**config.mk**
```make
export PLATFORM = sky130hd
export DESIGN_NAME = axi_lite_reg_bridge_flat
export DESIGN_NICKNAME = d
export VERILOG_FILES = /design/src/rtl/axi_lite_reg_bridge_if.sv /design/src/rtl/axi_lite_reg_bridge.sv /design/src/flat_wrapper.sv
export SDC_FILE = /design/constraint.sdc
export NUM_CORES = 1
export LEC_CHECK = 0
export BUFFER_PORTS_ARGS = -buffer_cell sky130_fd_sc_hd__buf_4
export CORE_MARGIN = 2
export CORE_UTILIZATION = 49
export CTS_CLUSTER_DIAMETER = 200
export DETAILED_ROUTE_END_ITERATION = 12
export PLACE_DENSITY = 0.87
export RECOVER_POWER = 50
export SETUP_SLACK_MARGIN = 0.05
export SYNTH_ARGS = -nofsm -noshare
export SYNTH_HDL_FRONTEND = slang
export SYNTH_SLANG_ARGS = --single-unit
export TNS_END_PERCENT = 30
```
**constraint.sdc**
```tcl
create_clock -name ACLK -period 2.2 [get_ports ACLK]
set_clock_uncertainty 0.05 [all_clocks]
set_input_delay 0.22 -clock ACLK [delete_from_list [all_inputs] [get_ports ACLK]]
set_output_delay 0.22 -clock ACLK [all_outputs]
set_load 0.02 [all_outputs]
```
**src/rtl/axi_lite_reg_bridge_if.sv**
```systemverilog
// AXI-Lite bus bundle between an SoC fabric master and the register bridge.
interface axi_lite_reg_bridge_if #(
    parameter int AW = 32,
    parameter int DW = 32
);
    logic [AW-1:0]   AWADDR;
    logic            AWVALID;
    logic            AWREADY;
    logic [DW-1:0]   WDATA;
    logic [DW/8-1:0] WSTRB;
    logic            WVALID;
    logic            WREADY;
    logic [1:0]      BRESP;
    logic            BVALID;
    logic            BREADY;
    logic [AW-1:0]   ARADDR;
    logic            ARVALID;
    logic            ARREADY;
    logic [DW-1:0]   RDATA;
    logic [1:0]      RRESP;
    logic            RVALID;
    logic            RREADY;

    modport master (
        output AWADDR, AWVALID, WDATA, WSTRB, WVALID, BREADY, ARADDR, ARVALID, RREADY,
        input  AWREADY, WREADY, BRESP, BVALID, ARREADY, RDATA, RRESP, RVALID
    );

    modport slave (
        input  AWADDR, AWVALID, WDATA, WSTRB, WVALID, BREADY, ARADDR, ARVALID, RREADY,
        output AWREADY, WREADY, BRESP, BVALID, ARREADY, RDATA, RRESP, RVALID
    );
endinterface

```
**src/rtl/axi_lite_reg_bridge.sv**
```systemverilog
// AXI-Lite slave that turns each transaction into a single req/ack register
// access. One capture buffer each for AW, W and AR; reads and writes are
// serialised through one FSM with a toggling priority bit; unaligned
// addresses and missing acks become SLVERR.
module axi_lite_reg_bridge #(
    parameter int AW      = 32,
    parameter int DW      = 32,
    parameter int TIMEOUT = 16
) (
    input  logic            ACLK,
    input  logic            ARESETn,
    axi_lite_reg_bridge_if.slave s_axi,
    output logic            reg_req,
    output logic            reg_we,
    output logic [AW-1:0]   reg_addr,
    output logic [DW-1:0]   reg_wdata,
    output logic [DW/8-1:0] reg_wstrb,
    input  logic [DW-1:0]   reg_rdata,
    input  logic            reg_ack,
    input  logic            reg_err
);
    localparam logic [1:0] RESP_OKAY   = 2'b00;
    localparam logic [1:0] RESP_SLVERR = 2'b10;
    localparam logic [7:0] TMO_LAST    = 8'(TIMEOUT - 1);

    typedef enum logic [2:0] {
        S_IDLE, S_WR_ACC, S_RD_ACC, S_WR_RESP, S_RD_RESP
    } state_t;

    state_t          r_state, w_state_nx;
    logic            r_live;
    logic            r_aw_held, r_w_held, r_ar_held;
    logic [AW-1:0]   r_aw_addr, r_ar_addr;
    logic [DW-1:0]   r_wdata;
    logic [DW/8-1:0] r_wstrb;
    logic            r_prio_rd;
    logic [7:0]      r_cnt;
    logic [1:0]      r_resp;
    logic [DW-1:0]   r_rdata;

    logic w_aw_hs, w_w_hs, w_ar_hs, w_b_hs, w_r_hs;
    logic w_wr_elig, w_rd_elig, w_grant_rd, w_grant_wr;
    logic w_wr_aligned, w_rd_aligned, w_in_acc, w_tmo;
    logic w_bvalid, w_rvalid;
    logic [1:0] w_bresp, w_rresp;

    // READYs stay low while reset is held and for the first edge after it,
    // so every output is 0 in reset.
    assign s_axi.AWREADY = r_live && !r_aw_held;
    assign s_axi.WREADY  = r_live && !r_w_held;
    assign s_axi.ARREADY = r_live && !r_ar_held;
    assign s_axi.BVALID  = w_bvalid;
    assign s_axi.BRESP   = w_bresp;
    assign s_axi.RVALID  = w_rvalid;
    assign s_axi.RRESP   = w_rresp;
    assign s_axi.RDATA   = r_rdata;

    assign w_aw_hs = s_axi.AWVALID && s_axi.AWREADY;
    assign w_w_hs  = s_axi.WVALID  && s_axi.WREADY;
    assign w_ar_hs = s_axi.ARVALID && s_axi.ARREADY;
    assign w_b_hs  = (r_state == S_WR_RESP) && s_axi.BREADY;
    assign w_r_hs  = (r_state == S_RD_RESP) && s_axi.RREADY;

    assign w_wr_elig    = r_aw_held && r_w_held;
    assign w_rd_elig    = r_ar_held;
    assign w_grant_rd   = (r_state == S_IDLE) && w_rd_elig && (!w_wr_elig || r_prio_rd);
    assign w_grant_wr   = (r_state == S_IDLE) && w_wr_elig && !w_grant_rd;
    assign w_wr_aligned = (r_aw_addr[1:0] == 2'b00);
    assign w_rd_aligned = (r_ar_addr[1:0] == 2'b00);

    assign w_in_acc = (r_state == S_WR_ACC) || (r_state == S_RD_ACC);
    assign w_tmo    = w_in_acc && !reg_ack && (r_cnt == TMO_LAST);

    // Marks the bridge live one edge after reset release.
    always_ff @(posedge ACLK or negedge ARESETn) begin
        if (!ARESETn) r_live <= 1'b0;
        else          r_live <= 1'b1;
    end

    // Capture buffers: filled on the channel handshake, freed on the response handshake.
    always_ff @(posedge ACLK or negedge ARESETn) begin
        if (!ARESETn) begin
            r_aw_held <= 1'b0;
            r_w_held  <= 1'b0;
            r_ar_held <= 1'b0;
            r_aw_addr <= '0;
            r_ar_addr <= '0;
            r_wdata   <= '0;
            r_wstrb   <= '0;
        end else begin
            if (w_aw_hs) begin
                r_aw_held <= 1'b1;
                r_aw_addr <= s_axi.AWADDR;
            end else if (w_b_hs) begin
                r_aw_held <= 1'b0;
            end
            if (w_w_hs) begin
                r_w_held <= 1'b1;
                r_wdata  <= s_axi.WDATA;
                r_wstrb  <= s_axi.WSTRB;
            end else if (w_b_hs) begin
                r_w_held <= 1'b0;
            end
            if (w_ar_hs) begin
                r_ar_held <= 1'b1;
                r_ar_addr <= s_axi.ARADDR;
            end else if (w_r_hs) begin
                r_ar_held <= 1'b0;
            end
        end
    end

    // FSM state register.
    always_ff @(posedge ACLK or negedge ARESETn) begin
        if (!ARESETn) r_state <= S_IDLE;
        else          r_state <= w_state_nx;
    end

    // FSM next state: arbitrate, issue or short-circuit unaligned, wait ack/timeout, wait response.
    always_comb begin
        w_state_nx = r_state;
        case (r_state)
            S_IDLE: begin
                if (w_grant_rd)      w_state_nx = w_rd_aligned ? S_RD_ACC : S_RD_RESP;
                else if (w_grant_wr) w_state_nx = w_wr_aligned ? S_WR_ACC : S_WR_RESP;
            end
            S_WR_ACC:  if (reg_ack || w_tmo) w_state_nx = S_WR_RESP;
            S_RD_ACC:  if (reg_ack || w_tmo) w_state_nx = S_RD_RESP;
            S_WR_RESP: if (s_axi.BREADY) w_state_nx = S_IDLE;
            S_RD_RESP: if (s_axi.RREADY) w_state_nx = S_IDLE;
            default:   w_state_nx = S_IDLE;
        endcase
    end

    // Priority bit, timeout counter and the response/read-data holding registers.
    always_ff @(posedge ACLK or negedge ARESETn) begin
        if (!ARESETn) begin
            r_prio_rd <= 1'b1;
            r_cnt     <= '0;
            r_resp    <= RESP_OKAY;
            r_rdata   <= '0;
        end else begin
            case (r_state)
                S_IDLE: begin
                    r_cnt <= '0;
                    if (w_rd_elig && w_wr_elig) r_prio_rd <= !r_prio_rd;
                    if (w_grant_rd) begin
                        r_resp <= w_rd_aligned ? RESP_OKAY : RESP_SLVERR;
                        if (!w_rd_aligned) r_rdata <= '0;
                    end else if (w_grant_wr) begin
                        r_resp <= w_wr_aligned ? RESP_OKAY : RESP_SLVERR;
                    end
                end
                S_WR_ACC, S_RD_ACC: begin
                    if (reg_ack) begin
                        r_resp <= reg_err ? RESP_SLVERR : RESP_OKAY;
                        if (r_state == S_RD_ACC) r_rdata <= reg_err ? '0 : reg_rdata;
                    end else if (w_tmo) begin
                        r_resp <= RESP_SLVERR;
                        if (r_state == S_RD_ACC) r_rdata <= '0;
                    end else begin
                        r_cnt <= r_cnt + 8'd1;
                    end
                end
                default: ;
            endcase
        end
    end

    // Outputs decoded from state; register fields come straight from the
    // capture buffers, which cannot change while the access is in flight.
    always_comb begin
        reg_req   = 1'b0;
        reg_we    = 1'b0;
        reg_addr  = '0;
        reg_wdata = '0;
        reg_wstrb = '0;
        w_bvalid  = 1'b0;
        w_bresp   = 2'b00;
        w_rvalid  = 1'b0;
        w_rresp   = 2'b00;
        case (r_state)
            S_WR_ACC: begin
                reg_req   = 1'b1;
                reg_we    = 1'b1;
                reg_addr  = r_aw_addr;
                reg_wdata = r_wdata;
                reg_wstrb = r_wstrb;
            end
            S_RD_ACC: begin
                reg_req  = 1'b1;
                reg_addr = r_ar_addr;
            end
            S_WR_RESP: begin
                w_bvalid = 1'b1;
                w_bresp  = r_resp;
            end
            S_RD_RESP: begin
                w_rvalid = 1'b1;
                w_rresp  = r_resp;
            end
            default: ;
        endcase
    end
endmodule

```
**src/flat_wrapper.sv**
```systemverilog
// flat-port wrapper written by rule: the top's interface ports become plain ports
module axi_lite_reg_bridge_flat 
#(
    parameter int AW      = 32,
    parameter int DW      = 32,
    parameter int TIMEOUT = 16
)
  (ACLK, ARESETn, reg_req, reg_we, reg_addr, reg_wdata, reg_wstrb, reg_rdata, reg_ack, reg_err, s_axi_AWADDR, s_axi_AWVALID, s_axi_WDATA, s_axi_WSTRB, s_axi_WVALID, s_axi_BREADY, s_axi_ARADDR, s_axi_ARVALID, s_axi_RREADY, s_axi_AWREADY, s_axi_WREADY, s_axi_BRESP, s_axi_BVALID, s_axi_ARREADY, s_axi_RDATA, s_axi_RRESP, s_axi_RVALID);
  axi_lite_reg_bridge_if #(.AW(AW), .DW(DW)) s_axi_i ();
  input  logic ACLK;
  input  logic ARESETn;
  output logic reg_req;
  output logic reg_we;
  output logic [AW-1:0] reg_addr;
  output logic [DW-1:0] reg_wdata;
  output logic [DW/8-1:0] reg_wstrb;
  input  logic [DW-1:0] reg_rdata;
  input  logic reg_ack;
  input  logic reg_err;
  input wire logic [$bits(s_axi_i.AWADDR)-1:0] s_axi_AWADDR;
  input wire logic [$bits(s_axi_i.AWVALID)-1:0] s_axi_AWVALID;
  input wire logic [$bits(s_axi_i.WDATA)-1:0] s_axi_WDATA;
  input wire logic [$bits(s_axi_i.WSTRB)-1:0] s_axi_WSTRB;
  input wire logic [$bits(s_axi_i.WVALID)-1:0] s_axi_WVALID;
  input wire logic [$bits(s_axi_i.BREADY)-1:0] s_axi_BREADY;
  input wire logic [$bits(s_axi_i.ARADDR)-1:0] s_axi_ARADDR;
  input wire logic [$bits(s_axi_i.ARVALID)-1:0] s_axi_ARVALID;
  input wire logic [$bits(s_axi_i.RREADY)-1:0] s_axi_RREADY;
  output wire logic [$bits(s_axi_i.AWREADY)-1:0] s_axi_AWREADY;
  output wire logic [$bits(s_axi_i.WREADY)-1:0] s_axi_WREADY;
  output wire logic [$bits(s_axi_i.BRESP)-1:0] s_axi_BRESP;
  output wire logic [$bits(s_axi_i.BVALID)-1:0] s_axi_BVALID;
  output wire logic [$bits(s_axi_i.ARREADY)-1:0] s_axi_ARREADY;
  output wire logic [$bits(s_axi_i.RDATA)-1:0] s_axi_RDATA;
  output wire logic [$bits(s_axi_i.RRESP)-1:0] s_axi_RRESP;
  output wire logic [$bits(s_axi_i.RVALID)-1:0] s_axi_RVALID;
  assign s_axi_i.AWADDR = s_axi_AWADDR;
  assign s_axi_i.AWVALID = s_axi_AWVALID;
  assign s_axi_i.WDATA = s_axi_WDATA;
  assign s_axi_i.WSTRB = s_axi_WSTRB;
  assign s_axi_i.WVALID = s_axi_WVALID;
  assign s_axi_i.BREADY = s_axi_BREADY;
  assign s_axi_i.ARADDR = s_axi_ARADDR;
  assign s_axi_i.ARVALID = s_axi_ARVALID;
  assign s_axi_i.RREADY = s_axi_RREADY;
  assign s_axi_AWREADY = s_axi_i.AWREADY;
  assign s_axi_WREADY = s_axi_i.WREADY;
  assign s_axi_BRESP = s_axi_i.BRESP;
  assign s_axi_BVALID = s_axi_i.BVALID;
  assign s_axi_ARREADY = s_axi_i.ARREADY;
  assign s_axi_RDATA = s_axi_i.RDATA;
  assign s_axi_RRESP = s_axi_i.RRESP;
  assign s_axi_RVALID = s_axi_i.RVALID;
  axi_lite_reg_bridge #(.AW(AW), .DW(DW), .TIMEOUT(TIMEOUT)) u_core (.ACLK(ACLK), .ARESETn(ARESETn), .s_axi(s_axi_i), .reg_req(reg_req), .reg_we(reg_we), .reg_addr(reg_addr), .reg_wdata(reg_wdata), .reg_wstrb(reg_wstrb), .reg_rdata(reg_rdata), .reg_ack(reg_ack), .reg_err(reg_err));
endmodule
```
==> flow_metrics.py <==
metrics = {
    "worst_setup_path": {
        "cp.required_ns": 2.46,
        "max_stage_delay_ns": 0.46,
        "crit_chain": "buf_4 > buf_4 > or3b_2 > nor2_1 > a211oi_1 > a31oi_2 > a31oi_1",
        "crit_path_end_kind": "register",
        "cp_slowest_cell": "a211oi_1",
        "cpMostUsedCell": "buf_4",
        "critPathKind": "reg2reg",
        "crit_arrival_ns": 2.39,
        "startpoint_type": "register",
        "crit_fanout": 9,
    },
    "placement": {
        "place_inst": 949,
        "dp_hpwl_mm": 11.9,
        "portBuffers": 249,
        "gp_congestion": 0.938,
        "place_ws_ns": 0.132,
    },
    "sta": {
        "hold_violations": 0,
        "max_clock_freq_mhz": 468,
        "finalMaxSlewViolations": 0,
        "rsz0062_at_grt": "true",
        "post-route-period-util_pct": 97.2,
        "fin_ws_ns": 0.0612,
        "tns_ns": 0,
        "finalSetupViolations": 0,
        "tightest_slew_ns": 1.18,
        "period_minus_slack_ns": 2.14,
        "relSlewSlack_pct": 21.3,
    },
    "global_routing": {
        "grt_max_degree": 67,
        "grt_pass1_wl_mm": 33.8,
        "grt_usage_pct": 30.6,
        "grt_pass1_vias": 6426,
        "overflow": 0,
        "antenna_found_initial": 0,
    },
    "logic_synthesis": {
        "avgSynthCellArea_sq_um": 12.1,
        "postSynth.asyncResetShare_pct": 100,
        "synth-seq-cells": 149,
        "seq_area_frac_synth_pct": 56.7,
        "ys_warn_count": 0,
        "ys_types": 44,
        "synth_ff_type": "dfrtp_1",
        "syn_area_sq_um": 6580,
        "netlist_instances": 545,
        "synth_edf_count": 0,
    },
    "finish": {
        "drive_above_1_share_pct": 42.9,
        "area_delta_synth_final_pct": 61.6,
        "utilization_pct": 80.6,
        "fill_cells": 752,
        "final_cell_mix": "buf_4, dfrtp_1, dlygate4sd3_1",
        "final_net_count": 1071,
        "fin_cells": 1117,
        "antenna_cells": 0,
        "layout_commonest_cell": "buf_4",
    },
    "detailed_routing": {
        "drc": 0,
        "vias": 6107,
        "ant_nets": 0,
        "firstDrtPassIters": 5,
        "drt_first_iter_violations": 349,
        "detail_route.wl_per_cell_microns": 20.0,
        "routed_wl_mm": 22.3,
        "vias_per_cell": 5.47,
    },
    "floorplanning": {
        "start_util_pct": 49.9,
        "die_area_sq_um": 14400,
        "ioPinCount": 252,
        "core_region_area_sq_um": 13200,
        "row_count": 42,
        "dieWidth_microns": 120,
        "die_y_microns": 120,
    },
    "clocking": {
        "htree_levels": 4,
        "root_buffer": "clkbuf_16",
        "clock_latency_ns": 0.42,
        "cts_made_buffers": 17,
        "numClockSinks": 149,
        "cts_tree": "built",
        "clk_pin_slew_ns": 0.06,
        "clock_path_buffers": 2,
    },
    "status": {
        "status": "completed",
    },
    "power_and_ir_drop": {
        "p_total_uw": 15000,
        "powerDensity_nw_per_um2": 1410,
        "peakVddDrop_v": 0.000769,
        "leakagePower_uw": 0.00496,
    },
    "job": {
        "maxCapViolCount": 0,
    },
    "hold_path": {
        "holdCritPathClass": "in2reg",
    },
}
-- state kept, by name, indices dropped and copies added (netlist names), 3 cells and up --
name / cells
u_core.r_cnt: 8
u_core.s_axi.RDATA: 32
u_core.r_wstrb: 4
u_core.r_aw_addr: 32
u_core.r_ar_addr: 32
u_core.r_state: 3
u_core.r_wdata: 32
-- final cells by class --
type                       instances  area, sq um  share of cell area, %
timing repair buffer             399         3390                   31.9
clock buffer                      22          474                   4.46
sequential                       149         3730                   35.1
multi-input combinational        358         2700                   25.4
inverter                           4         15.0                  0.141
tap                              176          220                   2.07
clock inverter                     9          103                  0.964
-- layer usage --
| layer | track usage, % | part of all wire, % | up-vias |
|---|---|---|---|
| li1 | - | - | 2653 |
| met1 | 36.0 | 37 | 3060 |
| met2 | 53.1 | 52 | 331 |
| met3 | 7.70 | 7.1 | 63 |
| met4 | 13.0 | 3.3 | 0 |
| met5 | 0 | 0 | - |
-- path summary, 6_finish.rpt --
| kind | end | depth (start not counted) | slack [ns] | from |
|---|---|---|---|---|
| max in group asynchronous | u_core.r_state[1] | 3 | 0.35 | ARESETn |
| max | u_core.r_state[0] | 7 | 0.06 | u_core.r_state[2] |
| min in group asynchronous | u_core.r_wdata[23] | 2 | 0.52 | ARESETn |
| min reg2reg | u_core.s_axi.RDATA[26] | 2 | 0.43 | u_core.s_axi.RDATA[26] |
| min | u_core.s_axi.RDATA[25] | 3 | 0.02 | reg_rdata[25] |
| max reg2reg | u_core.r_state[0] | 7 | 0.06 | u_core.r_state[2] |
-- power by group --
group	switching (uW)	internal, uW
combinational	3940	3350
clock	1130	1750
sequential	837	4030
total	5900	9130
-- what timing repair did --
item                       4_1_cts  5_1_grt
gates cloned                     2        2
hold endpoints to repair       272        1
buffers inserted                 6        3
gates resized for setup         24        5
pin swaps                       12        3
setup endpoints to repair       69       88
hold buffers                   124        1
-- critical path: cells and delay by family, from the launching register on --
family / cells / cell delay (ns)
AND/OR/NAND/NOR: 2 / 0.30
buffers and inverters: 2 / 0.32
flip-flops: 1 / 0.41
AO/OA/AOI/OAI: 3 / 0.95
-- through the flow --
step           hold slack, ns  cell area, sq um
6_report               0.0198             10600
3_3_place_gp           0.0323              8690
2_1_floorplan          -0.126              6590
4_1_cts             0.0000667             10700
5_1_grt               0.00965             10600
3_5_place_dp           0.0333              8690
-- cells by family (layout without fill, tap and decap cells) --
kind of cell,count (synthesis),count (layout),synth area share (%)
AO/OA/AOI/OAI,87,87,9.87
XOR/XNOR,6,6,0.798
adder cells (fa/ha/maj),1,1,0.190
buffers and inverters,39,434,3.29
flip-flops,149,149,56.7
multiplexers,100,100,17.1
other,2,3,0.114
AND/OR/NAND/NOR,161,161,12.0
-- Yosys cell counts, drive strengths merged (2+ instances only) --
master  count  area share (%)
dfrtp     148              56
mux2      100              17
nand2      83             4.7
o21ai      41             4.1
and2       38             3.6
a22o       33             4.4
buf        20             2.2
clkbuf     15            0.86
nor2       11            0.63
nand3       7            0.53
and3        4            0.38
inv         4            0.23
xnor2       4            0.53
a21oi       3            0.23
a31oi       3            0.29
nor2b       3            0.29
or2         3            0.29
conb        2            0.11
nor3        2            0.32
nor3b       2            0.30
nor4        2            0.19
or3         2            0.19
xor2        2            0.27
(Power assumes the default switching activity.)
